**src/rtl/ikaopm_dac_decoder.sv**
```systemverilog
`default_nettype none
// ikaopm_dac_decoder: receiving end of the OPM serial sound link (YM3012-style DAC front end).
// Deserialises floating-point SO frames and latches signed 16-bit PCM on SH1/SH2 falling edges.
module ikaopm_dac_decoder #(
  parameter int FRAME_LEN    = 16,
  parameter bit EXP0_AS_ZERO = 1'b1
) (
  input  logic               i_EMUCLK,
  input  logic               i_MRST_n,
  input  logic               i_phi1_NCEN_n,
  input  logic               i_SO,
  input  logic               i_SH1,
  input  logic               i_SH2,
  output logic signed [15:0] o_DAC_R,
  output logic signed [15:0] o_DAC_L,
  output logic               o_R_VALID,
  output logic               o_L_VALID,
  output logic               o_FRAME_ERR
);

  localparam logic [4:0] CNT_EXPECT = 5'(FRAME_LEN - 1);
  localparam logic [4:0] CNT_MAX    = 5'd31;

  logic               tick;
  logic [15:0]        sr;
  logic [15:0]        sr_next;
  logic               sh1_z;
  logic               sh2_z;
  logic               edge_r;
  logic               edge_l;
  logic               edge_any;
  logic [4:0]         frame_cnt;
  logic               armed;
  logic [9:0]         mant;
  logic [2:0]         expo;
  logic signed [15:0] base;
  logic signed [15:0] decoded;

  assign tick     = ~i_phi1_NCEN_n;
  assign sr_next  = {i_SO, sr[15:1]};
  assign mant     = sr_next[12:3];
  assign expo     = sr_next[15:13];
  assign edge_r   = sh1_z & ~i_SH1;
  assign edge_l   = sh2_z & ~i_SH2;
  assign edge_any = edge_r | edge_l;

  // Mantissa MSB is an inverted sign; flipping it yields a 10-bit two's complement value.
  always_comb begin
    base    = {{6{~mant[9]}}, ~mant[9], mant[8:0]};
    decoded = base;
    if (expo == 3'd0) begin
      if (EXP0_AS_ZERO) begin
        decoded = '0;
      end
    end else begin
      decoded = base <<< (expo - 3'd1);
    end
  end

  always_ff @(posedge i_EMUCLK or negedge i_MRST_n) begin
    if (!i_MRST_n) begin
      sr          <= '0;
      sh1_z       <= 1'b1;
      sh2_z       <= 1'b1;
      frame_cnt   <= '0;
      armed       <= 1'b0;
      o_DAC_R     <= '0;
      o_DAC_L     <= '0;
      o_R_VALID   <= 1'b0;
      o_L_VALID   <= 1'b0;
      o_FRAME_ERR <= 1'b0;
    end else if (tick) begin
      sr        <= sr_next;
      sh1_z     <= i_SH1;
      sh2_z     <= i_SH2;
      o_R_VALID <= edge_r;
      o_L_VALID <= edge_l;
      if (edge_r) begin
        o_DAC_R <= decoded;
      end
      if (edge_l) begin
        o_DAC_L <= decoded;
      end
      if (edge_any) begin
        frame_cnt <= '0;
        armed     <= 1'b1;
        // Simultaneous strobes can never both be on a correct frame boundary.
        if ((armed && (frame_cnt != CNT_EXPECT)) || (edge_r && edge_l)) begin
          o_FRAME_ERR <= 1'b1;
        end
      end else if (frame_cnt != CNT_MAX) begin
        frame_cnt <= frame_cnt + 5'd1;
      end
    end
  end

endmodule
`default_nettype wire
```
**config.mk**
```make
export PLATFORM = sky130hd
export DESIGN_NAME = ikaopm_dac_decoder
export DESIGN_NICKNAME = d
export VERILOG_FILES = /design/src/rtl/ikaopm_dac_decoder.sv
export SDC_FILE = /design/constraint.sdc
export NUM_CORES = 1
export LEC_CHECK = 0
export BUFFER_PORTS_ARGS = -buffer_cell sky130_fd_sc_hd__clkbuf_2
export CORE_MARGIN = 2
export CORE_UTILIZATION = 58
export CTS_CLUSTER_DIAMETER = 60
export DETAILED_ROUTE_END_ITERATION = 8
export HOLD_SLACK_MARGIN = 0.15
export PLACE_DENSITY = 0.82
export SYNTH_ARGS = -nofsm -noshare
export SYNTH_HDL_FRONTEND = slang
export SYNTH_SLANG_ARGS = --single-unit
```
**constraint.sdc**
```tcl
create_clock -name i_EMUCLK -period 3.2 [get_ports i_EMUCLK]
set_input_delay 0.32 -clock i_EMUCLK [delete_from_list [all_inputs] [get_ports i_EMUCLK]]
set_output_delay 0.32 -clock i_EMUCLK [all_outputs]
set_load 0.03 [all_outputs]
```
# Yosys cells after proc, flatten, opt, wreduce, memory -nomap -nowiden
# Index checks and enable logic that the tools add are counted.
[word_totals] out_inout_bits=35 ff_bits=59
[op_classes] bitwise_logic=7 n_reduce_logical=10 muxes=3 n_shift=1 n_eq_ne=2 n_addsub=2
[ops] op="$mux 16" count=1
[ops] op="$sshl 10x3->16" count=1
[ops] op="$mux 5" count=2
[ops] op="$reduce_and 2->1" count=4
[ops] op="$add 5x1->5 const B" count=1
[ops] op="$ne 5x4->1 const B" count=1
[ops] op="$ne 5x5->1 const B" count=1
[ops] op="$not 1->1" count=4
[ops] op="$logic_not 3->1" count=1
[ops] op="$reduce_and 3->1" count=1
[ops] op="$sub 3x1->3 const B" count=1
[ops] op="$and 1x1->1" count=2
[ops] op="$logic_and 1x1->1" count=2
[ops] op="$reduce_bool 2->1" count=1
[ops] op="$logic_or 1x1->1" count=1
[ops] op="$or 1x1->1" count=1

# Logic depth before layout (Yosys ltp)
# Gate-level depths: netlist of run 1.
[logic_depth] word_depth=5 depth_mapped=9

# Worst setup path before layout of run 1
# No wires, ideal clock.
[synth_timing] path_type="register to register" from="reg sr[14]" to="reg o_DAC_L[9]" setup_slack_ps=1428 stages_incl_launch_ff=9 path_buffers=3 period_less_slack_ps=1772 arrival_ps=1646 path_cell_list="dfrtp_1 > buf_6 > inv_8 > ha_1 > buf_4 > buf_6 > mux4_2 > a22oi_2 > o21ai_1"
[synth_via] elab_chain_cells=3 elab_cells_between_ends=4 classes_between="add/sub (1); shift (1); mux (1); reduce/logical (1)"
[synth_lines] item="start: declaration" line_no="25" rtl="logic [15:0] sr;"
[synth_lines] item="start signal: assignment" line_no="73" rtl="sr <= sr_next;"
[synth_lines] item="$sub 3x1->3" line_no="56" rtl="decoded = base <<< (expo - 3'd1);"
[synth_lines] item="$sshl 10x3->16" line_no="56"
[synth_lines] item="$mux 16 (*)" line_no="51" rtl="if (expo == 3'd0) begin"
[synth_lines] item="end signal: assignment" line_no="82" rtl="o_DAC_L <= decoded;"
[synth_lines] item="end: declaration" line_no="15" rtl="output logic signed [15:0] o_DAC_L,"
# Mark *: on every way between the ends. The rest lies on a longest branch, timed or not.
# A chain may end at the register's enable or synchronous reset.

# Worst setup path in the final report of run 1
[layout_timing] from="reg sr[14]" to="reg o_DAC_L[4]"
# Same word-level chain as after synthesis.

==> metrics, run 1 <==
first-pass GRT wire length=8180 um; drt first-iter violations=101; setup repair after global routing missed its margin=false; combinational share of power=0.369; full die area=4900 um^2; Final Non-Filler Cells=326; final hold violation count=0; Core Rows=23; Synth cell types=33; Syn Area/Cell=10.7 um^2; fraction of layout cells with a size suffix above 1=0.264; register area=1380 um^2; Sequential Power Share=0.462; Clock Skew=0.00704 ns; f_max=432 MHz; chip height=70.0 um; IO Pins=41; Netlist Area Pre-Place=2530 um^2; DRC Markers=0; slowest CP cell=ha_1; post-cts resize count=0; CTS Buf Count=5; DR vias=1788; H-Tree Depth=2; total grt overflow=0; largest net degree at the start of global routing=42; Leak=1.40 nW; CTS tree=yes; Layout area overhead=12.1%; CP max stage delay=0.67 ns; P_int=1.28 mW; Yosys reg bits=55; status=complete, no violations; Mapped Cells=237; synth warn=0; Tightest Pin Transition=0.979 ns; Antenna diodes=0; global placer's final weighted congestion=0.939; Layout Nets=286; hold_buf cts=0; Clk pin slew, worst setup/hold paths=0.09 ns; Clk pwr share=0.169; most numerous cell on the critical path=mux2i_1; post-route ant nets=0; Seq/Total Area, Yosys=0.546; WL per Instance=14.5 um; fin crit period=2.32 ns; Tcrit/Tclk final=0.723; Post-CTS Repair Setup Buffers=0; Hold Path Class=in2async; Startpoint Class=register; Vias per Instance=5.48; initial antenna violation count=0; clock buffer depth=2; # fillers=324; clk_lat worst skew=0.31 ns; Core ar.=4090 um^2; multi-input logic area=1040 um^2; Setup Crit Path Kind=reg2reg; syn_nets=248; final setup vio count=0; MaxCap Viol Count=0; slew margin rel.=0.347; number of global-route vias before repair=1687; power density cells=760 nW/um^2; CP max FO=15; Root Driver=clkbuf_8; Initial Utilization=0.618; setup TNS=0 ns; DRT Pass-1 Iters=4; GRT Util Overall=0.211; arrival time at the worst endpoint=2.50 ns; switching share of power=0.405; Die W=70.0 um; Pins Over Slew Limit=0; peak supply drop=0.375 mV; HPWL after DPL=3440 um; critical path, cell by cell=inv_8, ha_1, mux2i_1, mux2i_1, a22oi_1, o21ai_0; Port Buffers=40; clock sink total=55; Placed Cells=318; Data required, critical path=3.39 ns; CP Capture Type=register; final WL=4730 um; sw power=0.871 mW
## power groups by stage
stage / registers, mW / clock network [mW] / logic (mW)
floorplan: 1.23 / 0 / 0.344
global placement: 1.00 / 0 / 0.779
detailed placement: 1.01 / 0 / 0.797
CTS: 0.993 / 0.377 / 0.798
global route: 1.02 / 0.401 / 0.864
finish: 0.994 / 0.364 / 0.793
## cells in the final DEF (no fill, tap or decap), drive strengths merged
cell and n:
dfrtp 53, clkbuf 45, nand2 44, o21ai 44, mux2i 17, mux2 14, inv 8, a22oi 7
ha 5, nor2b 4, nand2b 4, nor2 4, buf 4, a21oi 3, o22ai 3, clkinv 3
dfstp 2, and3 2, xnor2 1, mux4 1, o31a 1, nand4b 1, or4 1, or3 1
nand3b 1, a32oi 1, nand3 1, a21o 1
## per-stage QoR
stage               setup slack (ns)  instance area (um^2)  utilization  hold WS [ns]  power, mW
finish                         0.885                  2830        0.693         0.154       2.15
global route                   0.705                  2830        0.693         0.240       2.29
CTS                            0.898                  2830        0.693         0.179       2.17
detailed placement             0.899                  2750        0.672         0.464       1.80
global placement               0.992                  2750        0.672         0.445       1.78
floorplan                       1.43                  2530            -        0.0244       1.57
## sequential cells by signal, summed over array words and instances, names as in the netlist
register / cells
o_DAC_L: 16
o_DAC_R: 16
sr: 12
frame_cnt: 5
armed: 1
o_FRAME_ERR: 1
o_L_VALID: 1
o_R_VALID: 1
sh1_z: 1
sh2_z: 1
## logic make-up after synthesis
group	share of synthesized area
AOI/OAI and AO/OA	0.134
xor gates and xnor gates	0.00347
adders and majority gates	0.0248
buffers and inverters	0.0431
DFF	0.546
muxes	0.139
and+or+nand+nor	0.110
## critical path, delay by kind of cell, from the launching register on
family | cells | cell delay, ns
mux | 2 | 0.45
buf+inv | 1 | 0.09
compound gates | 2 | 0.40
flops | 1 | 0.56
fa+ha+maj | 1 | 0.67
## area by class of cell
class                   count  area share
inverters                   8      0.0133
flip-flops and latches     55       0.487
clock inverters             3     0.00530
well taps                  50      0.0221
repair buffers             44      0.0813
clock buffers               5      0.0243
multi-input cells         161       0.367
## per-layer routing
metal / routed length [um] / vias to the layer above / global-route usage
met5: 0 / - / 0
met4: 53 / 0 / 0.0620
met3: 231 / 6 / 0.0534
met2: 2180 / 48 / 0.327
met1: 2270 / 843 / 0.295
li1: - / 891 / -
## synthesized netlist by cell type
cell,n,area share
a21o_1,1,0.0030
a21oi_1,3,0.0059
a22oi_1,6,0.018
a22oi_2,1,0.0050
a32oi_1,1,0.0035
and3_1,1,0.0025
and3_2,1,0.0030
buf_2,3,0.0059
buf_4,1,0.0030
buf_6,2,0.0089
clkbuf_1,7,0.010
dfrtp_1,53,0.53
dfstp_2,2,0.021
ha_1,5,0.025
inv_1,7,0.010
inv_8,1,0.0045
mux2_2,14,0.062
mux2i_1,17,0.067
mux4_2,1,0.0089
nand2_1,44,0.065
nand2b_1,4,0.0099
nand3_1,1,0.0020
nand3b_1,1,0.0030
nand4b_1,1,0.0035
nor2_1,4,0.0059
nor2b_1,4,0.0099
o21ai_0,41,0.081
o21ai_1,3,0.0059
o22ai_1,3,0.0074
o31a_2,1,0.0040
or3_1,1,0.0025
or4_1,1,0.0030
xnor2_1,1,0.0035
## worst paths after layout
kind	startpoint	endpoint	slack, ns	cells past startpoint
setup / recovery	sr[14]	o_DAC_L[4]	0.88	6
hold / removal	i_MRST_n	o_DAC_R[2]	0.15	1
setup reg to reg	sr[14]	o_DAC_L[4]	0.88	6
hold reg to reg	o_FRAME_ERR	o_FRAME_ERR	0.48	1
max in group asynchronous	i_MRST_n	sr[15]	2.33	2
min in group i_EMUCLK	i_SH1	sh1_z	0.26	2
(Power assumes the default switching activity.)
==> inputs of run 2 (changes only) <==
--- a/config.mk
+++ b/config.mk
@@ -7,11 +7,11 @@
 export LEC_CHECK = 0
 export BUFFER_PORTS_ARGS = -buffer_cell sky130_fd_sc_hd__clkbuf_2
 export CORE_MARGIN = 2
-export CORE_UTILIZATION = 58
+export CORE_UTILIZATION = 56
 export CTS_CLUSTER_DIAMETER = 60
 export DETAILED_ROUTE_END_ITERATION = 8
 export HOLD_SLACK_MARGIN = 0.15
-export PLACE_DENSITY = 0.82
+export PLACE_DENSITY = 0.79
 export SYNTH_ARGS = -nofsm -noshare
 export SYNTH_HDL_FRONTEND = slang
 export SYNTH_SLANG_ARGS = --single-unit
==> constraint.sdc (replaced) <==
create_clock -name i_EMUCLK -period 2.2 [get_ports i_EMUCLK]
set_input_delay 0.22 -clock i_EMUCLK [delete_from_list [all_inputs] [get_ports i_EMUCLK]]
set_output_delay 0.22 -clock i_EMUCLK [all_outputs]
set_load 0.03 [all_outputs]
==> run 2 against run 1 <==
  * Worst hold slack improved by 0.015 ns
  * Largest power group unchanged
  * Critical path type unchanged
  * Core utilization is 3.5 points lower
  * Non-clock buffer count up 2
  * Count of clock-buffer cells in the layout is 2 higher
  * Fmax grew 19%
  * Largest cell class unchanged
  * Via count up 0.62%
  * Global-route usage down 1.4 points
  * Sequential cell count stayed put
  * Clock power up 47%
  * Clock skew barely moved
==> metrics, run 2 (synthesis gave the netlist of run 1 again) <==
status=complete, no violations; f_max=515 MHz; FF-to-FF Start=sr[14]; register area=1380 um^2; Clk pin slew, worst setup/hold paths=0.09 ns; Startpoint Class=register; H-Tree Depth=2; number of global-route vias before repair=1683; DRC Markers=0; initial antenna violation count=0; GRT Util Overall=0.197; critical path, cell by cell=inv_8, buf_4, ha_1, mux2_2, a22oi_1, o21ai_0; clock sink total=55; post-route ant nets=0; Die W=71.2 um; Port Buffers=40; # fillers=343; hold depth=2; Core ar.=4350 um^2; fraction of layout cells with a size suffix above 1=0.263; largest net degree at the start of global routing=34; CTS tree=yes; HPWL after DPL=3390 um; Placed Instance Area=2770 um^2; Leak=1.41 nW; R2R depth=6; Regs by FF count=o_DAC_L (16), o_DAC_R (16), sr (12); min setup slack post-route=0.258 ns; Antenna diodes=0; final WL=4570 um; global placer's final weighted congestion=0.775; Core Rows=24; power density cells=1090 nW/um^2; clk_lat worst skew=0.31 ns; total grt overflow=0; Placed Cells=321; final hold slack=0.169 ns; Finished Cell Area=2860 um^2; fin crit period=1.94 ns; most common cell after layout, fill and taps aside=dfrtp_1; slew margin rel.=0.578; Layout area overhead=13.4%; multi-input logic area=1040 um^2; crit path buf inv count=2; Data required, critical path=2.39 ns; chip height=71.2 um; DR vias=1799; FF-to-FF setup slack=0.26 ns; setup repair after global routing missed its margin=false; drt first-iter violations=83; CP max FO=12; Setup Crit Path Kind=reg2reg; Layout Nets=288; setup TNS=0 ns; Root Driver=clkbuf_8; first-pass GRT wire length=7870 um; WL per Instance=13.9 um; DRT Pass-1 Iters=4; final setup vio count=0; Vias per Instance=5.45; slowest CP cell=dfrtp_1; Hold Startpoint=i_SH1; FF-to-FF End=o_DAC_L[8]; Pins Over Slew Limit=0; clock buffer depth=2; CP max stage delay=0.46 ns; full die area=5060 um^2; end point of the worst hold path=sh1_z; Tightest Pin Transition=0.633 ns; Clock Skew=0.00749 ns; Hold Path Class=in2reg; CP Capture Type=register; Initial Utilization=0.580; Final Non-Filler Cells=330; CTS Buf Count=5; DP Worst Slack=0.0854 ns; leading cell types in the layout, fill and taps excluded=dfrtp_1, nand2_1, o21ai_0, clkbuf_2, mux2i_1; peak supply drop=0.468 mV; final hold violation count=0; delay-heaviest family, CP=flip-flops; Tcrit/Tclk final=0.883; arrival time at the worst endpoint=2.13 ns; MaxCap Viol Count=0; IO Pins=41
[run 2: changes by cell type in the layout (fill, tap and decap cells not counted)]
cell | before | now
ha_2 | 0 | 1
buf_12 | 0 | 1
ha_1 | 5 | 4
dlygate4sd3_1 | 0 | 1
clkinv_2 | 3 | 1
clkbuf_1 | 0 | 2
[run 2: cell type report]
| cell class | instances | area share |
|---|---|---|
| clock buffers | 7 | 0.0266 |
| clock inverters | 1 | 0.00175 |
| inverters | 8 | 0.0131 |
| multi-input cells | 161 | 0.363 |
| flip-flops and latches | 55 | 0.481 |
| repair buffers | 46 | 0.0909 |
| well taps | 52 | 0.0227 |
[run 2: how the worst max path moves through the flow]
stage,start,end,slack [ns],cells after the start
after floorplan,sr[14],o_DAC_L[9],0.43,8
after global placement,sr[14],o_DAC_L[8],0.18,6
after detailed placement,sr[14],o_DAC_L[8],0.09,6
after CTS,sr[14],o_DAC_L[8],0.09,6
after global routing,sr[14],o_DAC_L[6],0.05,6
final,sr[14],o_DAC_L[8],0.26,6
[run 2: where the power goes]
group	switching [mW]	total (mW)	internal [mW]	leakage (nW)
Sequential	0.171	1.44	1.26	0.703
Combinational	0.762	1.15	0.389	0.660
Clock	0.310	0.534	0.224	0.0422
Total	1.24	3.12	1.88	1.41
[run 2: what timing repair did]
action / CTS / global route
resized for setup: 0 / 1
endpoints found under the hold margin: 21 / 0
setup buffers: 0 / 0
hold buffers: 1 / 0
endpoints found under the setup margin: 0 / 15
[run 2: worst register-to-register path, stage by stage (launching register included)]
cell,delay [ns]
dfrtp_1,0.46
inv_8,0.07
buf_4,0.19
ha_1,0.24
mux2_2,0.46
a22oi_1,0.28
o21ai_0,0.12
[run 2: per-layer routing]
| metal | share of wire | up-vias | track usage |
|---|---|---|---|
| met5 | 0 | - | 0 |
| met4 | 0.015 | 0 | 0.0692 |
| met3 | 0.034 | 7 | 0.0470 |
| met2 | 0.47 | 33 | 0.302 |
| met1 | 0.48 | 858 | 0.275 |
| li1 | - | 901 | - |
[run 2: stage by stage]
step	total power [mW]	util
after global placement	2.59	0.636
after detailed placement	2.62	0.636
after global routing	3.32	0.658
after CTS	3.14	0.657
final	3.12	0.658
after floorplan	2.28	-
